`src/rtl/fetch_unit_if.sv`:
```
// Fetch-unit bus bundle: instruction-memory request/response, redirect and decode handshake.
// Optional FETCH_PERF_EN adds the fetch_cnt_o performance counter output.
interface fetch_unit_if;
  logic        imem_req_o;
  logic [31:0] imem_addr_o;
  logic        imem_rvalid_i;
  logic [31:0] imem_rdata_i;
  logic        redirect_i;
  logic [31:0] redirect_pc_i;
  logic [31:0] instr_o;
  logic [31:0] pc_o;
  logic        instr_valid_o;
  logic        instr_ready_i;
`ifdef FETCH_PERF_EN
  logic [31:0] fetch_cnt_o;
`endif

  modport master (
`ifdef FETCH_PERF_EN
    output fetch_cnt_o,
`endif
    output imem_req_o, imem_addr_o, instr_o, pc_o, instr_valid_o,
    input  imem_rvalid_i, imem_rdata_i, redirect_i, redirect_pc_i, instr_ready_i
  );

  modport slave (
`ifdef FETCH_PERF_EN
    input  fetch_cnt_o,
`endif
    input  imem_req_o, imem_addr_o, instr_o, pc_o, instr_valid_o,
    output imem_rvalid_i, imem_rdata_i, redirect_i, redirect_pc_i, instr_ready_i
  );
endinterface

```
`src/rtl/fetch_unit.sv`:
```
// Instruction fetch stage: PC, single-outstanding imem request, 2-entry FIFO to decode.
// Define FETCH_PERF_EN to add the fetch_cnt_o popped-instruction counter.
module fetch_unit #(
  parameter logic [31:0] RESET_PC = 32'h0000_0000
) (
  input logic           clk_i,
  input logic           rst_i,
  fetch_unit_if.master  bus
);

  typedef enum logic [1:0] {IDLE, WAIT, DROP} state_e;

  state_e      state_q, state_d;
  logic [31:0] fetchPc_q, fetchPc_d;
  logic [31:0] reqPc_q, reqPc_d;
  logic [31:0] instr0_q, instr0_d, pc0_q, pc0_d;
  logic [31:0] instr1_q, instr1_d, pc1_q, pc1_d;
  logic [1:0]  count_q, count_d, countAfter;
  logic        headValid, push, pop, issue;

  assign headValid  = (count_q != 2'd0);
  assign pop        = headValid && bus.instr_ready_i;
  assign push       = !bus.redirect_i && (state_q == WAIT) && bus.imem_rvalid_i;
  assign countAfter = count_q + {1'b0, push} - {1'b0, pop};

  // A request may issue only if the FIFO still has room for its response.
  always_comb begin
    state_d   = state_q;
    fetchPc_d = fetchPc_q;
    reqPc_d   = reqPc_q;
    issue     = 1'b0;
    if (bus.redirect_i) begin
      fetchPc_d = bus.redirect_pc_i & 32'hFFFF_FFFC;
      state_d   = ((state_q != IDLE) && !bus.imem_rvalid_i) ? DROP : IDLE;
    end else begin
      case (state_q)
        IDLE: issue = !rst_i && (countAfter < 2'd2);
        WAIT: begin
          if (bus.imem_rvalid_i) begin
            state_d = IDLE;
            issue   = countAfter < 2'd2;
          end
        end
        DROP: if (bus.imem_rvalid_i) state_d = IDLE;
        default: state_d = IDLE;
      endcase
      if (issue) begin
        state_d   = WAIT;
        reqPc_d   = fetchPc_q;
        fetchPc_d = fetchPc_q + 32'd4;
      end
    end
  end

  // Head entry keeps its old contents when the FIFO drains so instr_o/pc_o hold.
  always_comb begin
    instr0_d = instr0_q;
    pc0_d    = pc0_q;
    instr1_d = instr1_q;
    pc1_d    = pc1_q;
    count_d  = count_q;
    if (bus.redirect_i) begin
      count_d = 2'd0;
    end else begin
      case ({pop, push})
        2'b01: begin
          if (count_q == 2'd0) begin
            instr0_d = bus.imem_rdata_i;
            pc0_d    = reqPc_q;
          end else begin
            instr1_d = bus.imem_rdata_i;
            pc1_d    = reqPc_q;
          end
          count_d = count_q + 2'd1;
        end
        2'b10: begin
          if (count_q == 2'd2) begin
            instr0_d = instr1_q;
            pc0_d    = pc1_q;
          end
          count_d = count_q - 2'd1;
        end
        2'b11: begin
          if (count_q == 2'd2) begin
            instr0_d = instr1_q;
            pc0_d    = pc1_q;
            instr1_d = bus.imem_rdata_i;
            pc1_d    = reqPc_q;
          end else begin
            instr0_d = bus.imem_rdata_i;
            pc0_d    = reqPc_q;
          end
        end
        default: count_d = count_q;
      endcase
    end
  end

  always_ff @(posedge clk_i or posedge rst_i) begin
    if (rst_i) begin
      state_q   <= IDLE;
      fetchPc_q <= RESET_PC;
      reqPc_q   <= RESET_PC;
      instr0_q  <= 32'd0;
      pc0_q     <= 32'd0;
      instr1_q  <= 32'd0;
      pc1_q     <= 32'd0;
      count_q   <= 2'd0;
    end else begin
      state_q   <= state_d;
      fetchPc_q <= fetchPc_d;
      reqPc_q   <= reqPc_d;
      instr0_q  <= instr0_d;
      pc0_q     <= pc0_d;
      instr1_q  <= instr1_d;
      pc1_q     <= pc1_d;
      count_q   <= count_d;
    end
  end

  assign bus.imem_req_o    = issue;
  assign bus.imem_addr_o   = fetchPc_q;
  assign bus.instr_valid_o = headValid;
  assign bus.instr_o       = instr0_q;
  assign bus.pc_o          = pc0_q;

`ifdef FETCH_PERF_EN
  logic [31:0] fetchCnt_q;

  always_ff @(posedge clk_i or posedge rst_i) begin
    if (rst_i) fetchCnt_q <= 32'd0;
    else if (pop) fetchCnt_q <= fetchCnt_q + 32'd1;
  end

  assign bus.fetch_cnt_o = fetchCnt_q;
`endif

endmodule

```
`src/flat_wrapper.sv`:
```
// flat-port wrapper written by rule: the top's interface ports become plain ports
module fetch_unit_flat 
#(
  parameter logic [31:0] RESET_PC = 32'h0000_0000
)
  (clk_i, rst_i, bus_imem_req_o, bus_imem_addr_o, bus_instr_o, bus_pc_o, bus_instr_valid_o, bus_imem_rvalid_i, bus_imem_rdata_i, bus_redirect_i, bus_redirect_pc_i, bus_instr_ready_i);
  fetch_unit_if bus_i ();
  input logic clk_i;
  input logic rst_i;
  output wire logic [$bits(bus_i.imem_req_o)-1:0] bus_imem_req_o;
  output wire logic [$bits(bus_i.imem_addr_o)-1:0] bus_imem_addr_o;
  output wire logic [$bits(bus_i.instr_o)-1:0] bus_instr_o;
  output wire logic [$bits(bus_i.pc_o)-1:0] bus_pc_o;
  output wire logic [$bits(bus_i.instr_valid_o)-1:0] bus_instr_valid_o;
  input wire logic [$bits(bus_i.imem_rvalid_i)-1:0] bus_imem_rvalid_i;
  input wire logic [$bits(bus_i.imem_rdata_i)-1:0] bus_imem_rdata_i;
  input wire logic [$bits(bus_i.redirect_i)-1:0] bus_redirect_i;
  input wire logic [$bits(bus_i.redirect_pc_i)-1:0] bus_redirect_pc_i;
  input wire logic [$bits(bus_i.instr_ready_i)-1:0] bus_instr_ready_i;
  assign bus_imem_req_o = bus_i.imem_req_o;
  assign bus_imem_addr_o = bus_i.imem_addr_o;
  assign bus_instr_o = bus_i.instr_o;
  assign bus_pc_o = bus_i.pc_o;
  assign bus_instr_valid_o = bus_i.instr_valid_o;
  assign bus_i.imem_rvalid_i = bus_imem_rvalid_i;
  assign bus_i.imem_rdata_i = bus_imem_rdata_i;
  assign bus_i.redirect_i = bus_redirect_i;
  assign bus_i.redirect_pc_i = bus_redirect_pc_i;
  assign bus_i.instr_ready_i = bus_instr_ready_i;
  fetch_unit #(.RESET_PC(RESET_PC)) u_core (.clk_i(clk_i), .rst_i(rst_i), .bus(bus_i));
endmodule
```
`config.mk`:
```
export PLATFORM = sky130hd
export DESIGN_NAME = fetch_unit_flat
export DESIGN_NICKNAME = d
export VERILOG_FILES = /design/src/rtl/fetch_unit_if.sv /design/src/rtl/fetch_unit.sv /design/src/flat_wrapper.sv
export SDC_FILE = /design/constraint.sdc
export NUM_CORES = 1
export LEC_CHECK = 0
export ABC_AREA = 0
export CAP_MARGIN = 5
export CORE_MARGIN = 2
export CORE_UTILIZATION = 50
export CTS_BUF_LIST = sky130_fd_sc_hd__clkbuf_8
export DETAILED_ROUTE_END_ITERATION = 10
export GPL_ROUTABILITY_DRIVEN = 0
export HOLD_SLACK_MARGIN = 0.06
export PLACE_DENSITY = 0.78
export SLEW_MARGIN = 30
export SYNTH_ARGS = -nofsm -noshare
export SYNTH_HDL_FRONTEND = slang
export SYNTH_SLANG_ARGS = --single-unit
```
`constraint.sdc`:
```
create_clock -name clk_i -period 7.6 [get_ports clk_i]
set_clock_uncertainty 0.05 [all_clocks]
set_input_delay 1.14 -clock clk_i [delete_from_list [all_inputs] [get_ports clk_i]]
set_output_delay 1.14 -clock clk_i [all_outputs]
set_load 0.02 [all_outputs]
```
# After elaboration in Yosys (flattened, before gate mapping)
# Index checks and enable logic that the tools add are counted.
# Widths: inputs -> output; s select.
word_totals:
  register_bits: 196
  in_bits: 69
  out_inout_bits: 98
  elab_cells: 75
op_classes:
  addsub: 5
  magnitude_cmp: 1
  eq_ne: 12
  n_mux: 27
  bitwise: 1
  reduce_logical: 21
ops:
  columns: ["op", "count"]
  rows:
  - ["$mux 32", 12]
  - ["$pmux 32 s3", 2]
  - ["$pmux 32 s2", 2]
  - ["$add 32x3->32 const B", 1]
  - ["$mux 2", 5]
  - ["$eq 2x2->1 const B", 4]
  - ["$pmux 2 s2", 2]
  - ["$reduce_and 4->1", 2]
  - ["$reduce_bool 2->1", 4]
  - ["$ne 2x1->1 const B", 3]
  - ["$reduce_bool 3->1", 2]
  - ["$logic_and 1x1->1", 5]
  - ["$eq 2x1->1 const B", 2]
  - ["$logic_not 2->1", 2]
  - ["$ne 4x1->1 const B", 1]
  - ["$reduce_and 2->1", 2]
  - ["$logic_not 1->1", 3]
  - ["$mux 1", 3]
  - ["$ne 3x2->1 const B", 1]
  - ["$add 2x1->2", 1]
  - ["$add 2x1->2 const B", 1]
  - ["$lt 2x2->1 const B", 1]
  - ["$ne 2x2->1 const B", 1]
  - ["$pmux 1 s2", 1]
  - ["other kinds (4)", 4]

# Logic depth before layout (Yosys ltp)
# Gate-level depths: netlist (run 1).
depth:
  word_depth: 11
  mapped_depth: 9
  ltp_nobuf: 7

# Least setup slack after synthesis (run 1)
# Ideal clock, no wire load.
synth_path:
  kind: "input -> output"
  start: "input bus_redirect_i"
  end: "output bus_imem_req_o"
  arrival_ns: 2.470
  required_ns: 6.410
  path_slack_ns: 3.940
  stages: 7
  path_buffers: 2
  cell_sequence: "buf_4 -> and3b_1 -> o22ai_2 -> o21ai_2 -> nand2b_4 -> buf_2 -> inv_1"
synth_via:
  elab_chain_len: 10
  elab_cells_between_ends: 11
  classes_between: "2 x add/sub; 1 x order compare; 4 x mux; 4 x reduce/logical"
synth_lines:
  columns: ["item", "line", "source"]
  rows:
  - ["from (decl)", "flat_wrapper.sv:17", "input wire logic [$bits(bus_i.redirect_i)-1:0] bus_redirect_i;"]
  - ["$logic_not 1->1", "fetch_unit.sv:23", "assign push = !bus.redirect_i && (state_q == WAIT) && bus.imem_rvalid_i;"]
  - ["$logic_and 1x1->1 (2 in series)", "fetch_unit.sv:23", null]
  - ["$add 2x1->2", "fetch_unit.sv:24", "assign countAfter = count_q + {1'b0, push} - {1'b0, pop};"]
  - ["$sub 2x1->2", "fetch_unit.sv:24", null]
  - ["$lt 2x2->1", "fetch_unit.sv:37, fetch_unit.sv:41", null]
  - ["$mux 1 or $logic_and 1x1->1 (tied branches)", "fetch_unit.sv:39, fetch_unit.sv:37", null]
  - ["$pmux 1 s2", "fetch_unit.sv:36", "case (state_q)"]
  - ["$mux 1", "fetch_unit.sv:32", "if (bus.redirect_i) begin"]
  - ["$mux 1 (*)", "fetch_unit.sv:32", null]
  - ["to (decl)", "flat_wrapper.sv:10", "output wire logic [$bits(bus_i.imem_req_o)-1:0] bus_imem_req_o;"]
# Mark *: on every way between the ends. The rest lies on a longest branch, timed or not. The select of a mux whose other input is x is not followed.

# Worst setup path after layout (run 1)
# Same ends and word-level chain as after synthesis.

==> impl_metrics.py, run 1 <==
metrics = {
    "cells_and_area": {
        "num_antenna_cells": 0,
        "area_growth_pct": 24.7,
        "fin_nets": 935,
        "utilization_pct": 64.0,
        "layout-drive-gt1-share_pct": 16.4,
    },
    "routing": {
        "drtPass1Iterations": 4,
        "wire_per_inst_um": 17.0,
        "viasPerCell": 5.44,
        "drt_iter0_drc": 381,
        "num_vias": 5966,
        "drcViolationCount": 0,
        "ant_nets": 0,
        "wirelength_mm": 18.6,
    },
    "global_routing": {
        "grt_pass1_wl_mm": 30.1,
        "grt_usage_pct": 21.1,
        "gr-usage-met3_pct": 5.26,
        "first_global_vias": 5866,
        "grt_start_max_net_pins": 130,
        "use_met1_pct": 28.8,
        "busiest_layer": "met2",
        "met2_usage_pct": 33.5,
        "antenna_found_initial": 0,
        "grt-ovfl-total": 0,
    },
    "clock_network": {
        "cts_buffers": 17,
        "cts_resized": 0,
        "cts-htree-levels": 4,
        "clkTransAtPathRegs_ns": 0.09,
        "clock_path_buffers": 2,
        "clk_latency_ns": 0.46,
        "ctsHoldBuffers": 0,
        "cts-root-buf": "clkbuf_8",
        "cts_tree": "done",
        "postCtsSetupRepairBufs": 0,
        "clkSinkCount": 188,
    },
    "power": {
        "p_per_area_mw_per_mm2": 287,
        "leakagePower_nw": 4.52,
        "total_power_mw": 3.06,
        "peakVddDrop_uv": 160,
    },
    "sta": {
        "rsz0062_at_grt": "no",
        "setup_viol_count_final": 0,
        "finalHoldViolCount": 0,
        "max_slew_margin_pct": 39.8,
        "period_needed_ns": 5.37,
        "fmax_mhz": 186,
        "period_share_pct": 70.6,
        "worst_pin_slew_ns": 0.902,
        "report.final.slew_viol_count": 0,
        "hold_ws_ns": 0.433,
        "finalSetupTns_ns": 0,
    },
    "die": {
        "die_h_um": 135,
        "io_pins": 167,
        "row_count": 47,
        "core_mm2": 0.0166,
        "die_area_mm2": 0.0181,
        "start_util_pct": 51.3,
        "die_w_um": 135,
    },
    "synth": {
        "synth_seq_cells": 188,
        "postSynth.asyncResetShare_pct": 100,
        "yosysSeqAreaShare_pct": 55.1,
        "synth.distinct_cells": 55,
        "synth_edf_count": 0,
        "avgSynthCellArea_um2": 11.8,
        "netlist_area_mm2": 0.00853,
        "ys.warnings.count": 0,
        "synth_flop_cell": "dfrtp_1",
        "synth_cells": 722,
    },
    "critical_path": {
        "required_ns": 6.41,
        "path_max_fanout": 56,
        "worst_setup_path_start_kind": "input pin",
        "path_class": "in2out",
        "cp-end-kind": "output pin",
        "critPathArrivalTime_ns": 4.18,
    },
    "place": {
        "port_buffers": 160,
        "dp_hpwl_mm": 12.2,
    },
    "job": {
        "maxCapViolations": 0,
    },
    "hold_path": {
        "min_path_type": "reg2reg",
    },
    "outcome": {
        "outcome": "finished, final reports clean",
    },
}
[layer usage]
layer	vias to the layer above	wire length, µm
li1	2849	-
met1	2939	8500
met2	159	8780
met3	19	1100
met4	0	244
met5	-	0
[flip-flops by register name (all words and copies together) (netlist names)]
register                count
u_core.pc1_q               30
u_core.bus.imem_addr_o     30
u_core.count_q              2
u_core.instr1_q            32
u_core.reqPc_q             30
u_core.state_q              2
u_core.bus.instr_o         32
u_core.bus.pc_o            30
[critical path: stages]
cell and delay (ns):
buf_2 0.67, and3b_1 0.36, o22ai_2 0.59, o21ai_2 0.22, nand2b_4 0.42, inv_1 0.14, clkdlybuf4s50_1 0.61
[cells by family after synthesis]
group | count (synthesis) | share of synthesized area, %
flip-flops | 188 | 55.1
AND/OR/NAND/NOR | 160 | 9.00
multiplexers | 159 | 20.2
AO/OA/AOI/OAI | 138 | 10.5
buffers and inverters | 55 | 2.86
XOR/XNOR | 18 | 1.85
adder cells (fa/ha/maj) | 3 | 0.440
other | 1 | 0.0439
[layout make-up]
| cell class | instances | area, µm² |
|---|---|---|
| fillers | 1372 | 6000 |
| well taps | 220 | 275 |
| inverters | 10 | 50.0 |
| flip-flops and latches | 188 | 4700 |
| repair buffers | 164 | 1630 |
| multi-input cells | 482 | 3620 |
| clock buffers | 19 | 262 |
| clock inverters | 13 | 103 |
[report_power, final]
part           leakage, nW  internal [mW]  switching [mW]  total (mW)
clock                0.195          0.273           0.351       0.624
combinational         1.94          0.495           0.487       0.982
sequential            2.39           1.28           0.174        1.45
[cells in the final DEF, fill, tap and decap left out, types with 3 or more instances in the layout]
cell type and count:
nand4_1 7, o21ai_0 86, mux2_2 91, ha_1 3, nor2_1 10, clkdlybuf4s50_1 159, dfrtp_1 188, clkinv_2 3
o31ai_1 3, clkbuf_8 19, xnor2_1 4, o2111ai_1 7, nor4_1 4, a2111oi_4 3, nand2_1 93, and3_1 3
nor3_1 4, nand2b_1 4, buf_4 3, clkinvlp_4 3, nand3_1 13, mux2i_1 65, or3_1 4, nor2b_1 5
o21ai_1 4, o211ai_1 6, conb_1 4, a21oi_1 5, inv_1 13, xor2_1 14, a31oi_1 7
[final timing paths]
check	from	endpoint	slack, ns	depth (start not counted)
min in group asynchronous	rst_i	u_core.bus.imem_addr_o[19]	1.16	2
setup reg to reg	u_core.state_q[0]	u_core.bus.pc_o[17]	4.54	6
hold / removal	u_core.bus.pc_o[24]	u_core.bus.pc_o[24]	0.43	2
setup / recovery	bus_redirect_i	bus_imem_req_o	2.23	7
hold reg to reg	u_core.bus.pc_o[24]	u_core.bus.pc_o[24]	0.43	2
max in group asynchronous	rst_i	u_core.bus.pc_o[5]	5.11	3
[synth_stat cells (5+ instances only)]
cell       number  share of area (%)
o21ai_1         5               0.29
inv_1          10               0.44
nand3_1        13               0.76
o2111ai_1       7               0.72
mux2_2         91                 12
nand4_1         7               0.51
clkbuf_1       29                1.3
buf_4           7               0.62
xor2_1         14                1.4
nor2_1         10               0.44
mux2i_1        65                7.6
o211ai_1        6               0.53
nor2b_1         5               0.37
dfrtp_1       188                 55
nand2_1        94                4.1
o21ai_0        86                5.0
buf_2           9               0.53
a31oi_1         7               0.51
a21oi_1         6               0.35
[stage by stage]
| step | worst slack, ns | cells | cell area, µm² |
|---|---|---|---|
| 2_1_floorplan | 1.30 | 725 | 8550 |
| 3_3_place_gp | 2.25 | 1064 | 10300 |
| 3_5_place_dp | 2.24 | 1064 | 10300 |
| 4_1_cts | 2.22 | 1096 | 10600 |
| 5_1_grt | 2.01 | 1096 | 10600 |
| 6_report | 2.23 | 1096 | 10600 |
No activity file was read; power rests on OpenSTA's default activity.
==> inputs of run 2 (changes only) <==
- clock period: 7.6 -> 5.5 ns (I/O delays scaled with it)
==> run 2 against run 1 <==
Net effect:
- worst hold slack barely moved
- total power rose by 41%
- core utilization rose by 0.64 points
- via count rose by 0.82%
- cell count rose by 0.46%
- final area rose by 1.0%
- sequential share of layout area fell by 0.44 points
- first-iteration DRC count fell by 20%
- sequential power rose by 39%
- clock power rose by 52%
==> impl_metrics.py, run 2 (synthesis gave the netlist of run 1 again) <==
metrics = {
    "die": {
        "row_count": 47,
        "die_h_um": 135,
        "core_mm2": 0.0166,
        "io_pins": 167,
        "start_util_pct": 51.3,
        "die_area_mm2": 0.0181,
        "die_w_um": 135,
    },
    "routing": {
        "num_vias": 6015,
        "drt_iter0_drc": 305,
        "ant_nets": 0,
        "wire_per_inst_um": 16.8,
        "viasPerCell": 5.46,
        "drcViolationCount": 0,
        "wirelength_mm": 18.5,
        "drtPass1Iterations": 4,
    },
    "sta": {
        "period_share_pct": 79.4,
        "max_slew_margin_pct": 43.5,
        "worst_pin_slew_ns": 0.846,
        "fmax_mhz": 229,
        "setup_viol_count_final": 0,
        "finalHoldViolCount": 0,
        "report.final.slew_viol_count": 0,
        "finalSetupTns_ns": 0,
        "hold_ws_ns": 0.433,
        "period_needed_ns": 4.37,
        "rsz0062_at_grt": "no",
    },
    "cells_and_area": {
        "final_cell_mix": "dfrtp_1 (188), clkdlybuf4s50_1 (159), nand2_1 (93)",
        "design_area_mm2": 0.0108,
        "final_common_cell": "dfrtp_1",
        "area_growth_pct": 26.0,
        "layout-drive-gt1-share_pct": 17.1,
        "num_antenna_cells": 0,
        "fin_nets": 940,
    },
    "place": {
        "port_buffers": 160,
        "place_area_mm2": 0.0103,
        "dp_hpwl_mm": 12.6,
    },
    "critical_path": {
        "path_cells": "clkdlybuf4s50_1 > and3b_1 > o22ai_2 > buf_4 > o21ai_2 > nand2b_4 > inv_1 > clkdlybuf4s50_1",
        "path_class": "in2out",
        "critPathTopFamily": "buffers and inverters",
        "cpMostUsedCell": "clkdlybuf4s50_1",
        "worst-path-buf-inv": 4,
        "cp-end-kind": "output pin",
        "critPathArrivalTime_ns": 3.49,
        "required_ns": 4.62,
        "worst_setup_path_start_kind": "input pin",
        "path_max_fanout": 31,
        "cpMaxStageDelayCell": "clkdlybuf4s50_1",
        "critPathMaxStageDelay_ns": 0.59,
    },
    "global_routing": {
        "grt_pass1_wl_mm": 30.0,
        "antenna_found_initial": 0,
        "first_global_vias": 5875,
        "grt_usage_pct": 21.0,
        "grt-ovfl-total": 0,
        "grt_start_max_net_pins": 93,
    },
    "clock_network": {
        "postCtsSetupRepairBufs": 0,
        "cts-root-buf": "clkbuf_8",
        "cts-htree-levels": 4,
        "clkSinkCount": 188,
        "clkTransAtPathRegs_ns": 0.08,
        "clk_latency_ns": 0.46,
        "cts_tree": "done",
        "cts_resized": 0,
        "cts_buffers": 17,
        "ctsHoldBuffers": 0,
        "clock_path_buffers": 2,
    },
    "hold_path": {
        "min_path_type": "reg2reg",
    },
    "power": {
        "peakVddDrop_uv": 225,
        "clockPowerShare_pct": 22.0,
        "switching_share_pct": 32.4,
        "internal-power_mw": 2.92,
        "p_sw_mw": 1.40,
        "p_per_area_mw_per_mm2": 402,
        "leakagePower_nw": 4.56,
        "pwr-share-comb_pct": 31.5,
        "total_power_mw": 4.32,
        "seqPwrFrac_pct": 46.5,
    },
    "outcome": {
        "outcome": "finished, final reports clean",
    },
    "job": {
        "maxCapViolations": 0,
    },
}
## run 2: metrics by stage
step           util, %  setup slack (ns)  std cells
3_3_place_gp      62.1              1.12       1069
6_report          64.6              1.13       1101
4_1_cts           64.6              1.11       1101
2_1_floorplan        -              2.20        725
5_1_grt           64.6             0.955       1101
3_5_place_dp      62.1              1.12       1069
## run 2: final cells by class
class	count	area, µm²
clock buffers	22	303
multi-input cells	482	3620
repair buffers	169	1690
fillers	1337	5890
clock inverters	10	114
well taps	220	275
flip-flops and latches	188	4700
inverters	10	41.3
## run 2: worst min-delay path, cell delays in order, from the launching register on
cell	delay, ns
dfrtp_1	0.35
nand2_1	0.05
o21ai_0	0.06
## run 2: per-layer routing
| metal | share of wire, % | track usage (%) | vias to the layer above |
|---|---|---|---|
| met5 | 0 | 0 | - |
| met1 | 47 | 30.1 | 2973 |
| met3 | 5.2 | 4.54 | 16 |
| met4 | 0.90 | 5.50 | 0 |
| met2 | 47 | 32.9 | 166 |
| li1 | - | - | 2860 |
## run 2: worst paths after layout
path                                    startpoint                         end  slack (ns)  cells after the start
worst max-delay path             bus_imem_rvalid_i              bus_imem_req_o        1.13                      8
worst min-delay path            u_core.bus.pc_o[2]          u_core.bus.pc_o[2]        0.43                      2
worst max register to register   u_core.state_q[1]          u_core.reqPc_q[13]        2.80                      8
worst min register to register  u_core.bus.pc_o[2]          u_core.bus.pc_o[2]        0.43                      2
max in group asynchronous                    rst_i          u_core.bus.pc_o[5]        3.67                      3
min in group asynchronous                    rst_i  u_core.bus.imem_addr_o[23]        0.72                      2
## run 2: power by group through the flow
stage	Clock (mW)	Combinational (mW)	Sequential [mW]
floorplan	0	0.473	2.27
global placement	0	1.35	2.02
detailed placement	0	1.38	2.04
CTS	0.974	1.38	2.01
global route	1.04	1.48	2.06
finish	0.949	1.36	2.01
==> inputs of run 3 (changes only) <==
- CORE_UTILIZATION: 50 -> 49
- PLACE_DENSITY: 0.78 -> 0.79
- clock period: 5.5 -> 3.9 ns (I/O delays scaled with it)
==> run 3 against run 2 <==
Net effect:
- combinational power increased by 41%
- die area increased by 2.0%
- sequential power increased by 41%
- sequential share of layout area decreased by 0.20 points
- critical path depth decreased by 1
- critical endpoint unchanged
- largest power group unchanged
==> impl_metrics.py, run 3 (synthesis gave the netlist of run 1 again) <==
metrics = {
    "die": {
        "core_mm2": 0.0172,
        "start_util_pct": 49.7,
        "io_pins": 167,
        "die_w_um": 136,
        "die_area_mm2": 0.0185,
        "row_count": 48,
        "die_h_um": 136,
    },
    "sta": {
        "finalHoldViolCount": 0,
        "finalSetupTns_ns": 0,
        "period_share_pct": 86.5,
        "max_slew_margin_pct": 42.0,
        "setup_viol_count_final": 0,
        "period_needed_ns": 3.37,
        "hold_ws_ns": 0.434,
        "worst_pin_slew_ns": 0.868,
        "setup_ws_ns": 0.528,
        "rsz0062_at_grt": "no",
        "fmax_mhz": 297,
        "report.final.slew_viol_count": 0,
    },
    "job": {
        "maxCapViolations": 0,
    },
    "routing": {
        "ant_nets": 0,
        "wire_per_inst_um": 17.1,
        "viasPerCell": 5.45,
        "wirelength_mm": 18.9,
        "num_vias": 6043,
        "drt_iter0_drc": 465,
        "drtPass1Iterations": 5,
        "drcViolationCount": 0,
    },
    "global_routing": {
        "grt_start_max_net_pins": 112,
        "grt-ovfl-total": 0,
        "grt_usage_pct": 21.3,
        "grt_pass1_wl_mm": 30.6,
        "antenna_found_initial": 0,
        "first_global_vias": 5939,
    },
    "critical_path": {
        "critPathTopFamily": "buffers and inverters",
        "worst_setup_path_start_kind": "input pin",
        "cpMostUsedCell": "clkdlybuf4s50_1",
        "regToRegSetupSlack_ns": 1.24,
        "cp-end-kind": "output pin",
        "path_class": "in2out",
        "worst-path-buf-inv": 3,
        "cpMaxStageDelayCell": "clkdlybuf4s50_1",
        "required_ns": 3.26,
        "path_max_fanout": 7,
        "critPathArrivalTime_ns": 2.74,
        "critPathMaxStageDelay_ns": 0.59,
        "path_cells": "clkdlybuf4s50_1 > and3b_1 > o22ai_2 > o21ai_2 > nand2b_4 > inv_1 > clkdlybuf4s50_1",
    },
    "clock_network": {
        "cts-htree-levels": 4,
        "cts-root-buf": "clkbuf_8",
        "clkTransAtPathRegs_ns": 0.08,
        "cts_tree": "done",
        "ctsHoldBuffers": 0,
        "clock_path_buffers": 2,
        "cts_resized": 0,
        "postCtsSetupRepairBufs": 0,
        "cts_buffers": 17,
        "clkSinkCount": 188,
        "clk_latency_ns": 0.46,
    },
    "cells_and_area": {
        "final_common_cell": "dfrtp_1",
        "final_cell_mix": "dfrtp_1 (188), clkdlybuf4s50_1 (159), nand2_1 (93)",
        "fin_nets": 943,
        "num_antenna_cells": 0,
        "area_growth_pct": 26.6,
        "multi_input_area_mm2": 0.00362,
        "layout-drive-gt1-share_pct": 17.6,
        "n_fill_cell": 1424,
        "seqCellArea_mm2": 0.00470,
    },
    "power": {
        "total_power_mw": 6.13,
        "peakVddDrop_uv": 269,
        "p_per_area_mw_per_mm2": 568,
        "leakagePower_nw": 4.58,
    },
    "outcome": {
        "outcome": "finished, final reports clean",
    },
    "place": {
        "port_buffers": 160,
        "dp_hpwl_mm": 12.7,
        "preCtsSetupSlack_ns": 0.524,
    },
    "hold_path": {
        "min_path_type": "reg2reg",
    },
}
-- run 3: layout make-up --
class	instances	share of cell area (%)
tap	225	2.61
inverter	10	0.382
sequential	188	43.6
multi-input combinational	482	33.5
clock buffer	19	2.42
clock inverter	13	1.51
timing repair buffer	172	16.0
-- run 3: worst register-to-register path, cell delays in order, from the launching register on --
cell	delay (ns)
dfrtp_1	0.39
inv_1	0.08
ha_1	0.22
and3b_1	0.32
o22ai_2	0.14
o21ai_2	0.31
nand2b_4	0.21
buf_4	0.39
mux2_2	0.43
-- run 3: power by group --
part           switching [mW]  leakage, nW  internal [mW]  total, mW
clock                   0.706        0.214          0.673       1.38
combinational           0.949         1.98          0.973       1.92
sequential              0.339         2.39           2.49       2.83
-- run 3: worst paths after layout --
path	start	endpoint	depth (start not counted)
min in group asynchronous	rst_i	u_core.pc1_q[13]	3
hold / removal	u_core.bus.instr_o[9]	u_core.bus.instr_o[9]	2
setup reg to reg	u_core.state_q[1]	u_core.reqPc_q[3]	8
setup / recovery	bus_imem_rvalid_i	bus_imem_req_o	7
max in group asynchronous	rst_i	u_core.instr1_q[13]	3
hold reg to reg	u_core.bus.instr_o[9]	u_core.bus.instr_o[9]	2
-- run 3: routing by layer --
| layer | vias up | part of all wire [%] | global-route usage, % |
|---|---|---|---|
| met4 | 0 | 1.1 | 5.38 |
| met5 | - | 0 | 0 |
| met2 | 172 | 48 | 34.8 |
| met3 | 17 | 6.2 | 5.37 |
| met1 | 2985 | 45 | 28.6 |
| li1 | 2869 | - | - |
-- run 3: through the flow --
step / area (µm²) / util (%) / cells
2_1_floorplan: 8550 / - / 725
3_3_place_gp: 10400 / 60.4 / 1077
3_5_place_dp: 10400 / 60.4 / 1077
4_1_cts: 10800 / 62.9 / 1109
5_1_grt: 10800 / 62.9 / 1109
6_report: 10800 / 62.9 / 1109
